<file path="src/rtl/ex_mem_stage_pkg.sv">
// Shared CPU definitions used by the M stage and the W-stage load extender.
// Holds the memory opcode constants and the load extension encodings.
package ex_mem_stage_pkg;

   localparam logic [5:0] OP_SW  = 6'h2B;
   localparam logic [5:0] OP_SH  = 6'h29;
   localparam logic [5:0] OP_SB  = 6'h28;
   localparam logic [5:0] OP_LW  = 6'h23;
   localparam logic [5:0] OP_LH  = 6'h21;
   localparam logic [5:0] OP_LHU = 6'h25;
   localparam logic [5:0] OP_LB  = 6'h20;
   localparam logic [5:0] OP_LBU = 6'h24;

   typedef enum logic [2:0] {
      EXT_W  = 3'b000,
      EXT_H  = 3'b001,
      EXT_B  = 3'b010,
      EXT_HU = 3'b011,
      EXT_BU = 3'b100
   } load_ext_e;

   function automatic logic is_store(input logic [5:0] op);
      return (op == OP_SW) || (op == OP_SH) || (op == OP_SB);
   endfunction

endpackage

</file>
<file path="src/rtl/ex_mem_stage_mem_access_dec.sv">
// mem_access_dec: decodes the instruction held in M into data-memory byte
// enables, the load extension select for W, and a misalignment flag.
// Ports:
//   Instr_M    in  32  instruction in M
//   addr_lo    in  2   aluOut_M[1:0]
//   valid_M    in  1   M holds a real instruction
//   ByteEn     out 4   byte write enables (zero for loads, bubbles, misaligned)
//   Load_extOp out 3   load extension select (EXT_W when not a valid aligned load)
//   misalign_M out 1   access is misaligned for its size
module mem_access_dec
   import ex_mem_stage_pkg::*;
(
   input  logic [31:0] Instr_M,
   input  logic [1:0]  addr_lo,
   input  logic        valid_M,
   output logic [3:0]  ByteEn,
   output logic [2:0]  Load_extOp,
   output logic        misalign_M
);

   logic [5:0] op;
   assign op = Instr_M[31:26];

   always_comb begin
      ByteEn     = 4'b0000;
      Load_extOp = EXT_W;
      misalign_M = 1'b0;
      if (valid_M) begin
         unique case (op)
            OP_SW: begin
               if (addr_lo != 2'b00) misalign_M = 1'b1;
               else                  ByteEn     = 4'b1111;
            end
            OP_SH: begin
               if (addr_lo[0]) misalign_M = 1'b1;
               else            ByteEn     = addr_lo[1] ? 4'b1100 : 4'b0011;
            end
            OP_SB:  ByteEn = 4'b0001 << addr_lo;
            OP_LW:  misalign_M = (addr_lo != 2'b00);
            OP_LH: begin
               if (addr_lo[0]) misalign_M = 1'b1;
               else            Load_extOp = EXT_H;
            end
            OP_LHU: begin
               if (addr_lo[0]) misalign_M = 1'b1;
               else            Load_extOp = EXT_HU;
            end
            OP_LB:  Load_extOp = EXT_B;
            OP_LBU: Load_extOp = EXT_BU;
            default: ;
         endcase
      end
   end

endmodule

</file>
<file path="src/rtl/ex_mem_stage.sv">
// ex_mem_stage: E->M pipeline register with data-memory access decode.
// Ports:
//   clk, reset                      clock, synchronous active-high reset
//   stall, flush                    hold / insert bubble (flush wins)
//   PC_E, Instr_E, rtData_E, aluOut_E, sb_E   E-stage inputs
//   PC_M, PC_M8, Instr_M, rtData_M, aluOut_M, sb_M, valid_M   registered M state
//   ByteEn, storeData, Load_extOp, misalign_M  decode from M registers only
module ex_mem_stage
   import ex_mem_stage_pkg::*;
#(
   parameter logic [31:0] RESET_PC = 32'h0000_3000,
   parameter int          SB_W     = 1
) (
   input  logic            clk,
   input  logic            reset,
   input  logic            stall,
   input  logic            flush,
   input  logic [31:0]     PC_E,
   input  logic [31:0]     Instr_E,
   input  logic [31:0]     rtData_E,
   input  logic [31:0]     aluOut_E,
   input  logic [SB_W-1:0] sb_E,
   output logic [31:0]     PC_M,
   output logic [31:0]     PC_M8,
   output logic [31:0]     Instr_M,
   output logic [31:0]     rtData_M,
   output logic [31:0]     aluOut_M,
   output logic [SB_W-1:0] sb_M,
   output logic            valid_M,
   output logic [3:0]      ByteEn,
   output logic [31:0]     storeData,
   output logic [2:0]      Load_extOp,
   output logic            misalign_M
);

   always_ff @(posedge clk) begin
      if (reset) begin
         PC_M     <= RESET_PC;
         PC_M8    <= RESET_PC + 32'd8;
         Instr_M  <= '0;
         rtData_M <= '0;
         aluOut_M <= '0;
         sb_M     <= '0;
         valid_M  <= 1'b0;
      end else if (flush) begin
         // PC survives the bubble so exception handling can still see it.
         PC_M     <= PC_E;
         PC_M8    <= PC_E + 32'd8;
         Instr_M  <= '0;
         rtData_M <= '0;
         aluOut_M <= '0;
         sb_M     <= '0;
         valid_M  <= 1'b0;
      end else if (!stall) begin
         PC_M     <= PC_E;
         PC_M8    <= PC_E + 32'd8;
         Instr_M  <= Instr_E;
         rtData_M <= rtData_E;
         aluOut_M <= aluOut_E;
         sb_M     <= sb_E;
         valid_M  <= 1'b1;
      end
   end

   mem_access_dec u_dec (
      .Instr_M    (Instr_M),
      .addr_lo    (aluOut_M[1:0]),
      .valid_M    (valid_M),
      .ByteEn     (ByteEn),
      .Load_extOp (Load_extOp),
      .misalign_M (misalign_M)
   );

   always_comb begin
      unique case (Instr_M[31:26])
         OP_SH:   storeData = {2{rtData_M[15:0]}};
         OP_SB:   storeData = {4{rtData_M[7:0]}};
         default: storeData = rtData_M;
      endcase
   end

endmodule

</file>
<file path="config.mk">
export PLATFORM = sky130hd
export DESIGN_NAME = ex_mem_stage
export DESIGN_NICKNAME = d
export VERILOG_FILES = /design/src/rtl/ex_mem_stage_pkg.sv /design/src/rtl/ex_mem_stage_mem_access_dec.sv /design/src/rtl/ex_mem_stage.sv
export SDC_FILE = /design/constraint.sdc
export NUM_CORES = 1
export LEC_CHECK = 0
export BUFFER_PORTS_ARGS = -buffer_cell sky130_fd_sc_hd__buf_2
export CORE_ASPECT_RATIO = 1.2
export CORE_MARGIN = 10
export CORE_UTILIZATION = 40
export CTS_BUF_LIST = sky130_fd_sc_hd__clkbuf_4
export CTS_CLUSTER_SIZE = 16
export DETAILED_ROUTE_END_ITERATION = 10
export HOLD_SLACK_MARGIN = 0.06
export PLACE_DENSITY = 0.68
export RECOVER_POWER = 50
export SYNTH_ARGS = -nofsm -noshare
export SYNTH_HDL_FRONTEND = slang
export SYNTH_HIERARCHICAL = 1
export SYNTH_SLANG_ARGS = --single-unit
export TNS_END_PERCENT = 5
</file>
<file path="constraint.sdc">
create_clock -name clk -period 2.6 [get_ports clk]
set_input_delay 0.52 -clock clk [delete_from_list [all_inputs] [get_ports clk]]
set_output_delay 0.52 -clock clk [all_outputs]
set_load 0.01 [all_outputs]
</file>
==> results by group, run 1 <==
GRT
  – Global-route wire length before repair: 35900 um
  – Largest net degree at the start of global routing: 99
  – Total gr overflow: 0
  – Vias in the first global route: 6169
  – Total track usage: 19.9%
  – Initial antenna violation count: 3

Critical path
  – R2r worst-path depth: 2
  – Critical Path RT: 2080 ps
  – CP startpoint kind: flip-flop
  – Critical Path AT: 2100 ps
  – FF-to-FF End: aluOut_M[0]
  – Critical-path maximum fanout: 8
  – CP max stage delay: 380 ps
  – Worst path bufs/invs: 1
  – Worst reg2reg startpoint: aluOut_M[0]
  – Worst setup EP type: output port
  – Crit path max-delay family: simple AND/OR/NAND/NOR gates
  – Critical Setup Path Class: flip-flop to output port
  – Crit-path cells: nor4b_4 > nand2_1 > or2_4 > mux2_2 > buf_4
  – Register-to-register setup slack: 1640 ps
  – Crit path max-delay cell type: dfxtp_4

Logic synthesis
  – Synth Flop Type: dfxtp_1
  – Yosys reg bits: 159
  – Post-Syn Nets: 876
  – Sequential share of the synthesized area: 47.2%
  – Synth Instances: 742
  – EDFF count, synth: 0
  – Mean Syn Cell Area: 9.08 um2
  – Synth Cell Area: 0.00674 mm2
  – Ys async rst share: 0%
  – Warnings, synthesis: 6
  – Distinct cells, synth: 45

Place
  – IO buf count: 334
  – Post-DP HPWL: 18500 um
  – Dpl ws: 274 ps
  – Routability cong.: 0.848

Die
  – Initial Util: 41.1%
  – Die X: 138 um
  – CORE AREA: 0.0164 mm2
  – # IOs: 335
  – Die height: 162 um
  – DIE AREA: 0.0225 mm2
  – Row count: 51

CTS
  – Htree depth: 4
  – Cts bufs inserted: 17
  – Clock slew at reported path FFs: 140 ps
  – Clock Sinks: 159
  – Root Driver: clkbuf_4
  – Skew-Pair Late Insertion Delay: 560 ps
  – TritonCTS clock tree: yes
  – Clock buffer depth: 2

Power
  – Pwr per Cell Area: 557 mW/mm2
  – Gate power share: 15.0%
  – Sw Share: 28.3%
  – Clock network power share: 31.9%
  – Int Pwr: 3.53 mW
  – LEAKAGE: 4.33 nW
  – Worst VDD drop: 264 uV
  – Psw: 1.40 mW
  – Sequential fraction of design power: 53.2%

Final layout
  – NumNets Final: 1179
  – Syn-to-layout area delta: 31.4%
  – Fraction of layout instances using a drive strength above 1: 36.2%

Routing
  – Routed WL: 23500 um
  – Starting DRT DRC Count: 302
  – DRT Pass-1 Iters: 4
  – Total number of vias: 6399
  – Post-route ant nets: 0
  – Via-to-Cell Ratio: 5.03
  – # DRC: 0
  – Drt wl/cell: 18.5 um

Timing
  – Top achievable clock speed: 0.381 GHz
  – Tmin final: 2620 ps
  – Fin. max-slew vios: 141
  – Relative max-transition margin: -24.8%
  – Final Cycle Share: 101%
  – Setup-failing EPs final: 2
  – RSZ-0062 raised after global routing: yes
  – Worst slew pin tran: 1870 ps
  – Hold Fails Final Rpt: 0
  – Final hold slack: 174 ps
  – Setup WS post-layout: -23.8 ps
  – Clock skew: 0 ps

Flow run
  – Max_cap viols: 2

Min path
  – Worst Hold Path Cells: 3
  – Worst Hold Path EP: Instr_M[25]
  – Worst Hold Class: input pin to flip-flop
  – Hold path startpoint: Instr_E[25]

Outcome
  – Failing checks: capacitance limit, slew limit, setup timing
  – Status: finished with violations
## routing by layer
metal  routed length (um)  share of wire (%)  up-vias  global-route usage, %
met4                  545                2.3        2                   6.62
met5                   13              0.055        -                      0
met2                11400                 49      271                   33.6
met1                 9130                 39     2924                   21.8
li1                     -                  -     3168                      -
met3                 2380                 10       34                   8.96
## through the flow
step           total power, mW  cell area (um2)  std cells  utilization [%]  TNS (ps)
4_1_cts                   4.98             8880       1269             54.2      -238
6_report                  4.93             8850       1273             54.0     -25.5
5_1_grt                   5.18             8850       1272             54.0      -999
3_3_place_gp              3.41             8540       1237             52.1         0
2_1_floorplan             3.06             6740        742                -         0
3_5_place_dp              3.42             8540       1237             52.1         0
## final cells by class
type                       instances  area (um2)
fill                            1577        7550
multi-input combinational        509        3250
sequential                       159        3190
timing repair buffer             350        1810
tap                              212         265
clock inverter                    15         169
clock buffer                      17         128
inverter                           8        30.0
antenna                            3        7.51
## worst register-to-register path, stage by stage, from the launching register on
cell     delay (ps)
dfxtp_1         610
mux2i_1         150
nor2_1          140
## repair_timing
action	CTS	global route
buffers inserted	0	1
setup endpoints to repair	22	21
resized for setup	9	8
pin swaps	0	2
endpoints found under the hold margin	0	0
hold buffers	0	0
## registers in the layout, indices dropped and copies added, names as in the netlist
name / cells
Instr_M: 32
PC_M: 32
PC_M8: 29
aluOut_M: 32
rtData_M: 32
sb_M: 1
valid_M: 1
## synthesized netlist by cell type, types with 10 or more instances
master      n  area, um2
dfxtp_1   159       3180
nor2_1    126        473
mux2i_1   105       1050
nand2_1    84        315
clkbuf_1   43        161
a21oi_1    34        170
mux2_2     16        180
a211oi_1   14        105
nand3_1    14       70.1
o21ai_0    13       65.1
nor3_1     12       60.1
buf_4      11       82.6
a311oi_1   10       87.6
## power by group through the flow
stage,clock [mW],combinational (mW),sequential [mW]
global placement,0,0.735,2.67
floorplan,0,0.337,2.72
detailed placement,0,0.740,2.68
global route,1.73,0.812,2.64
CTS,1.61,0.747,2.62
finish,1.57,0.738,2.62
## cell usage in the layout (no fill, tap or decap), types with 11 or more instances in the layout
master	n
o21ai_0	12
nor2_1	126
clkbuf_4	18
dfxtp_1	156
clkbuf_1	27
a21oi_1	34
mux2i_1	105
nor3_1	12
mux2_2	16
nand2_1	84
a211oi_1	14
buf_4	11
buf_2	304
nand3_1	14
## worst max-delay path by stage
stage / from / end / depth (start not counted)
after floorplan: Instr_M[27] / storeData[10] / 5
after global placement: PC_E[9] / PC_M8[26] / 5
after detailed placement: PC_E[9] / PC_M8[26] / 5
after CTS: Instr_M[28] / storeData[14] / 5
after global routing: Instr_M[28] / storeData[14] / 5
final: Instr_M[28] / storeData[14] / 5
## logic make-up (layout without fill, tap and decap cells)
group | Yosys count | count (layout) | synth area share [%]
mux | 121 | 121 | 18.3
flops | 159 | 159 | 47.2
compound gates | 84 | 84 | 8.15
buf+inv | 74 | 390 | 4.79
simple gates | 290 | 290 | 19.7
fa+ha+maj | 1 | 1 | 0.186
other cells | 0 | 3 | 0
xor+xnor | 13 | 13 | 1.69
Power figures use the tool's default switching activity.
==> inputs of run 2 (changes only) <==
--- a/config.mk
+++ b/config.mk
@@ -15,6 +15,7 @@
 export HOLD_SLACK_MARGIN = 0.06
 export PLACE_DENSITY = 0.68
 export RECOVER_POWER = 50
+export REMOVE_ABC_BUFFERS = 1
 export SYNTH_ARGS = -nofsm -noshare
 export SYNTH_HDL_FRONTEND = slang
 export SYNTH_HIERARCHICAL = 1
==> constraint.sdc (replaced) <==
create_clock -name clk -period 2.9 [get_ports clk]
set_input_delay 0.58 -clock clk [delete_from_list [all_inputs] [get_ports clk]]
set_output_delay 0.58 -clock clk [all_outputs]
set_load 0.01 [all_outputs]
==> results by group, run 2 (same netlist as run 1, synthesis figures left out) <==
Outcome
  – Status: finished with violations
  – Failing checks: capacitance limit, slew limit

Die
  – Die height: 162 um (unchanged)
  – Initial Util: 41.1% (unchanged)
  – Die X: 138 um (unchanged)
  – Row count: 51 (unchanged)
  – # IOs: 335 (unchanged)
  – CORE AREA: 0.0164 mm2 (unchanged)
  – DIE AREA: 0.0225 mm2 (unchanged)

GRT
  – Initial antenna violation count: 1 (-2)
  – Total track usage: 19.8% (-0.10 points)
  – Vias in the first global route: 6228 (+0.96%)
  – Total gr overflow: 0 (unchanged)
  – Largest net degree at the start of global routing: 99 (unchanged)
  – Global-route wire length before repair: 36200 um (+0.73%)

Routing
  – Via-to-Cell Ratio: 5.01 (-0.42%)
  – Post-route ant nets: 0 (unchanged)
  – Total number of vias: 6347 (-0.81%)
  – DRT Pass-1 Iters: 4 (unchanged)
  – # DRC: 0 (unchanged)
  – Drt wl/cell: 18.4 um (-0.40%)
  – Routed WL: 23300 um (-0.79%)
  – Met2 WL: 11200 um (-2.1%)
  – DR WL met3: 2130 um (-11%)
  – Wl on met1: 9460 um (+3.6%)
  – Top Metal Used: met5
  – Starting DRT DRC Count: 221 (-27%)

Final layout
  – Cell area after layout: 0.00874 mm2 (-1.3%)
  – Filler cell count: 1586 (+0.57%)
  – Fraction of layout instances using a drive strength above 1: 34.8% (-1.4 points)
  – Syn-to-layout area delta: 29.7%
  – Most frequent cells in the layout: buf_2, dfxtp_1, nor2_1
  – Sequential cell area: 0.00319 mm2 (-0.20%)
  – Ant. Diodes: 0 (-3)
  – NumNets Final: 1177 (-0.17%)
  – Most common cell after layout, fill and taps aside: buf_2
  – Multi-input logic area: 0.00323 mm2 (-0.73%)

Timing
  – Setup WS post-layout: 180 ps (+204 ps)
  – Top achievable clock speed: 0.368 GHz
  – RSZ-0062 raised after global routing: no
  – Hold Fails Final Rpt: 0 (unchanged)
  – Clock skew: 0 ps (unchanged)
  – Final Cycle Share: 93.8%
  – Fin. max-slew vios: 83 (-41%)
  – Relative max-transition margin: -27.4% (-2.5 points)
  – Setup-failing EPs final: 0 (-2)
  – Setup tns final: 0 ps (+25.5 ps)
  – Worst slew pin tran: 1910 ps (+38.2 ps)
  – Tmin final: 2720 ps

Critical path
  – Crit path max-delay family: simple AND/OR/NAND/NOR gates
  – Worst setup EP type: output port
  – Critical Setup Path Class: flip-flop to output port
  – Worst path bufs/invs: 1 (unchanged)
  – Critical Path AT: 2140 ps (+40 ps)
  – Critical Path RT: 2320 ps (+240 ps)
  – CP startpoint kind: flip-flop
  – Crit path max-delay cell type: dfxtp_2
  – Critical-path maximum fanout: 10 (+2)
  – Crit-path cells: nor4b_1 > nand2_1 > or2_4 > mux2_2 > buf_2
  – CP max stage delay: 400 ps (+20 ps)

CTS
  – Cts bufs inserted: 17 (unchanged)
  – Htree depth: 4 (unchanged)
  – Clock buffer depth: 2 (unchanged)
  – Hold-fix buffers, CTS: 0 (unchanged)
  – Clock Sinks: 159 (unchanged)
  – Root Driver: clkbuf_4
  – Clock slew at reported path FFs: 140 ps (about the same)
  – Skew-Pair Late Insertion Delay: 550 ps (about the same)
  – TritonCTS clock tree: yes
  – Post-CTS setup buffers: 0 (unchanged)

Place
  – IO buf count: 334 (unchanged)
  – Post-DP HPWL: 18200 um (-1.5%)
  – Dpl ws: 417 ps (+143 ps)
  – Routability cong.: 0.851 (+0.31%)
  – Placed Area: 0.00854 mm2 (about the same)

Min path
  – Worst Hold Class: input pin to flip-flop

Power
  – LEAKAGE: 4.25 nW (-1.7%)
  – Pwr per Cell Area: 507 mW/mm2 (-8.9%)
  – Worst VDD drop: 251 uV (-4.9%)

Flow run
  – Max_cap viols: 2 (unchanged)
-- run 2: cell types whose count changed in the layout (fill, tap and decap cells not counted), sizes merged --
cell      change
buf          -15
clkbuf       +15
clkinv        -3
clkinvlp      +1
diode         -3
-- run 2: timing repair --
item,in CTS,in global routing
setup endpoints to repair,8,8
endpoints found under the hold margin,0,0
resized for setup,2,1
-- run 2: path summary, 6_finish.rpt --
path | startpoint | endpoint | slack [ps] | depth (start not counted)
min reg2reg | PC_M[20] | PC_M[20] | 460 | 2
max reg2reg | aluOut_M[0] | aluOut_M[0] | 2030 | 2
max | Instr_M[27] | storeData[14] | 180 | 5
min | sb_E | sb_M | 250 | 3
-- run 2: stage by stage --
step | instances | hold slack (ps) | total power, mW | utilization, %
detailed placement | 1236 | 441 | 3.06 | 52.0
global placement | 1236 | 436 | 3.05 | 52.0
CTS | 1268 | 194 | 4.51 | 53.9
finish | 1268 | 250 | 4.43 | 53.3
floorplan | 676 | 470 | 2.69 | -
global route | 1268 | 194 | 4.65 | 53.3
-- run 2: layout make-up --
cell class	instances	share of cell area, %
Clock buffer	19	1.63
Tap cell	212	3.04
Multi-Input combinational cell	509	37.0
Sequential cell	159	36.5
Timing Repair Buffer	348	19.7
Clock inverter	13	1.88
Inverter	8	0.344
-- run 2: power breakdown --
group / internal, mW / switching [mW]
Sequential: 2.29 / 0.0640
Clock: 0.620 / 0.823
Combinational: 0.274 / 0.366
-- run 2: worst min-delay path, cell delays in order --
cell	delay, ps
buf_2	70
mux2i_1	50
nor2_1	70
-- run 2: per-layer routing --
layer / track usage (%) / vias to the layer above
li1: - / 3158
met1: 22.9 / 2884
met2: 33.1 / 273
met3: 7.32 / 30
met4: 6.62 / 2
met5: 0 / -
==> inputs of run 3 (changes only) <==
--- a/config.mk
+++ b/config.mk
@@ -13,7 +13,7 @@
 export CTS_CLUSTER_SIZE = 16
 export DETAILED_ROUTE_END_ITERATION = 10
 export HOLD_SLACK_MARGIN = 0.06
-export PLACE_DENSITY = 0.68
+export PLACE_DENSITY = 0.71
 export RECOVER_POWER = 50
 export REMOVE_ABC_BUFFERS = 1
 export SYNTH_ARGS = -nofsm -noshare
==> constraint.sdc (replaced) <==
create_clock -name clk -period 2.2 [get_ports clk]
set_input_delay 0.44 -clock clk [delete_from_list [all_inputs] [get_ports clk]]
set_output_delay 0.44 -clock clk [all_outputs]
set_load 0.01 [all_outputs]
==> results by group, run 3 (same netlist as run 1, synthesis figures left out) <==
Outcome
  – Status: finished with violations
  – Failing checks: capacitance limit, slew limit, setup timing

Die
  – Die X: 138 um (unchanged)
  – Row count: 51 (unchanged)
  – CORE AREA: 0.0164 mm2 (unchanged)
  – DIE AREA: 0.0225 mm2 (unchanged)
  – # IOs: 335 (unchanged)
  – Initial Util: 41.1% (unchanged)
  – Die height: 162 um (unchanged)

Critical path
  – Critical Path RT: 1760 ps (-560 ps)
  – CP startpoint kind: flip-flop
  – Critical-path maximum fanout: 8 (-2)
  – Worst reg2reg startpoint: aluOut_M[0]
  – Critical Setup Path Class: flip-flop to output port
  – Crit. Startpoint: Instr_M[27]
  – Worst setup EP type: output port
  – Register-to-register setup slack: 1270 ps (-760 ps)
  – FF-to-FF End: aluOut_M[0]
  – R2r worst-path depth: 2 (unchanged)
  – Critical Path End: storeData[8]
  – Critical Path AT: 2030 ps (-110 ps)

CTS
  – Clock Sinks: 159 (unchanged)
  – Root Driver: clkbuf_4
  – Htree depth: 4 (unchanged)
  – Clock slew at reported path FFs: 140 ps (about the same)
  – Post-CTS setup buffers: 0 (unchanged)
  – TritonCTS clock tree: yes
  – Clock buffer depth: 2 (unchanged)
  – Cts bufs inserted: 17 (unchanged)
  – Skew-Pair Late Insertion Delay: 530 ps (-20 ps)

Power
  – Clock network power share: 32.0% (-0.5 points)
  – Int Pwr: 4.24 mW (+33%)
  – Gate power share: 15.6% (+1.2 points)
  – Sw Share: 28.3% (+0.093 points)
  – Pwr per Cell Area: 643 mW/mm2 (+27%)
  – Worst VDD drop: 316 uV (+26%)
  – Psw: 1.68 mW (+34%)
  – LEAKAGE: 4.54 nW (+6.8%)
  – Sequential fraction of design power: 52.4% (-0.6 points)

Final layout
  – Most frequent cells in the layout: buf_2, dfxtp_1, nor2_1
  – Filler cell count: 1537 (-3.1%)
  – Fraction of layout instances using a drive strength above 1: 38.5% (+3.7 points)
  – NumNets Final: 1219 (+3.6%)
  – Post-route core utilization: 56.1% (+2.8 points)
  – Syn-to-layout area delta: 36.6%
  – Most common cell after layout, fill and taps aside: buf_2

Routing
  – Post-route ant nets: 0 (unchanged)
  – Total number of vias: 6582 (+3.7%)
  – Via-to-Cell Ratio: 5.02 (+0.30%)
  – Drt wl/cell: 18.3 um (-0.46%)
  – # DRC: 0 (unchanged)
  – DRT Pass-1 Iters: 4 (unchanged)
  – Starting DRT DRC Count: 281 (+27%)
  – Routed WL: 24000 um (+2.9%)

Timing
  – Final Cycle Share: 112%
  – RSZ-0062 raised after global routing: yes
  – Worst slew pin tran: 1780 ps (-134 ps)
  – Setup-failing EPs final: 28 (+28)
  – Final hold slack: 119 ps (-131 ps)
  – Tmin final: 2470 ps
  – Setup WS post-layout: -273 ps (-453 ps)
  – Relative max-transition margin: -18.4% (+9.0 points)
  – Top achievable clock speed: 0.404 GHz
  – Fin. max-slew vios: 99 (+19%)
  – Hold Fails Final Rpt: 0 (unchanged)
  – Clock skew: 0 ps (unchanged)

GRT
  – Total gr overflow: 0 (unchanged)
  – Vias in the first global route: 6623 (+6.3%)
  – Initial antenna violation count: 3 (+2)
  – Total track usage: 20.3% (+0.47 points)
  – Global-route wire length before repair: 36900 um (+2.1%)
  – Largest net degree at the start of global routing: 99 (unchanged)

Min path
  – Worst Hold Class: input pin to flip-flop
  – Hold path startpoint: Instr_E[14]

Place
  – Routability cong.: 0.879 (+3.3%)
  – Post-DP HPWL: 18600 um (+2.4%)
  – IO buf count: 334 (unchanged)

Flow run
  – Max_cap viols: 1 (-1)
[run 3: cell count changes in the layout (fill, tap and decap cells not counted), moves of 2 or more]
cell	before	now
nor3_2	0	4
dlygate4sd3_1	0	17
inv_6	2	5
clkbuf_2	3	1
buf_4	5	33
clkbuf_1	38	18
buf_2	301	317
nor3_1	12	8
[run 3: critical path: stages, from the launching register on]
cell and delay [ps]:
dfxtp_2 360, nor4b_4 280, nand2_1 100, or2_4 320, mux2_2 290, buf_2 140
[run 3: final cells by class]
type                    count  area [um2]  area share (%)
repair buffers            390        2130            23.2
clock inverters            15         183            1.98
well taps                 212         265            2.88
diodes                      1        2.50          0.0272
clock buffers              17         128            1.39
multi-input cells         509        3270            35.6
flip-flops and latches    159        3190            34.6
inverters                   8        33.8           0.367
[run 3: through the flow]
stage          std cells  cell area, um2  setup TNS (ps)  worst slack [ps]  total power, mW
2_1_floorplan        676            6450           -5580              -272             3.54
3_3_place_gp        1261            8720               0              63.1             4.05
5_1_grt             1311            9200           -9540              -433             6.21
3_5_place_dp        1261            8720               0              5.20             4.07
4_1_cts             1304            9190           -6350              -339             5.98
6_report            1311            9200           -4550              -273             5.92
[run 3: repair_timing]
action / in CTS / in global routing
hold endpoints to repair: 11 / 6
pin swaps: 3 / 0
hold buffers: 11 / 6
gates resized for setup: 14 / 5
setup endpoints to repair: 31 / 32
[run 3: worst min-delay path by stage]
stage,end,slack (ps),depth (start not counted)
after global placement,PC_M[14],440,2
after global routing,Instr_M[7],60,3
final,Instr_M[14],120,3
after detailed placement,PC_M[23],440,2
after floorplan,PC_M8[4],470,2
after CTS,PC_M[0],60,3
[run 3: power groups by stage]
stage / logic (mW) / clock network, mW / registers, mW
floorplan: 0.314 / 0 / 3.23
CTS: 0.927 / 1.95 / 3.10
global route: 1.02 / 2.08 / 3.12
detailed placement: 0.906 / 0 / 3.16
finish: 0.924 / 1.89 / 3.10
global placement: 0.895 / 0 / 3.15
[run 3: layer usage]
metal / share of wire, % / track usage (%) / vias up
li1: - / - / 3235
met1: 40 / 22.5 / 3037
met2: 50 / 35.1 / 278
met3: 8.8 / 8.14 / 28
met4: 1.4 / 5.66 / 4
met5: 0.11 / 0 / -
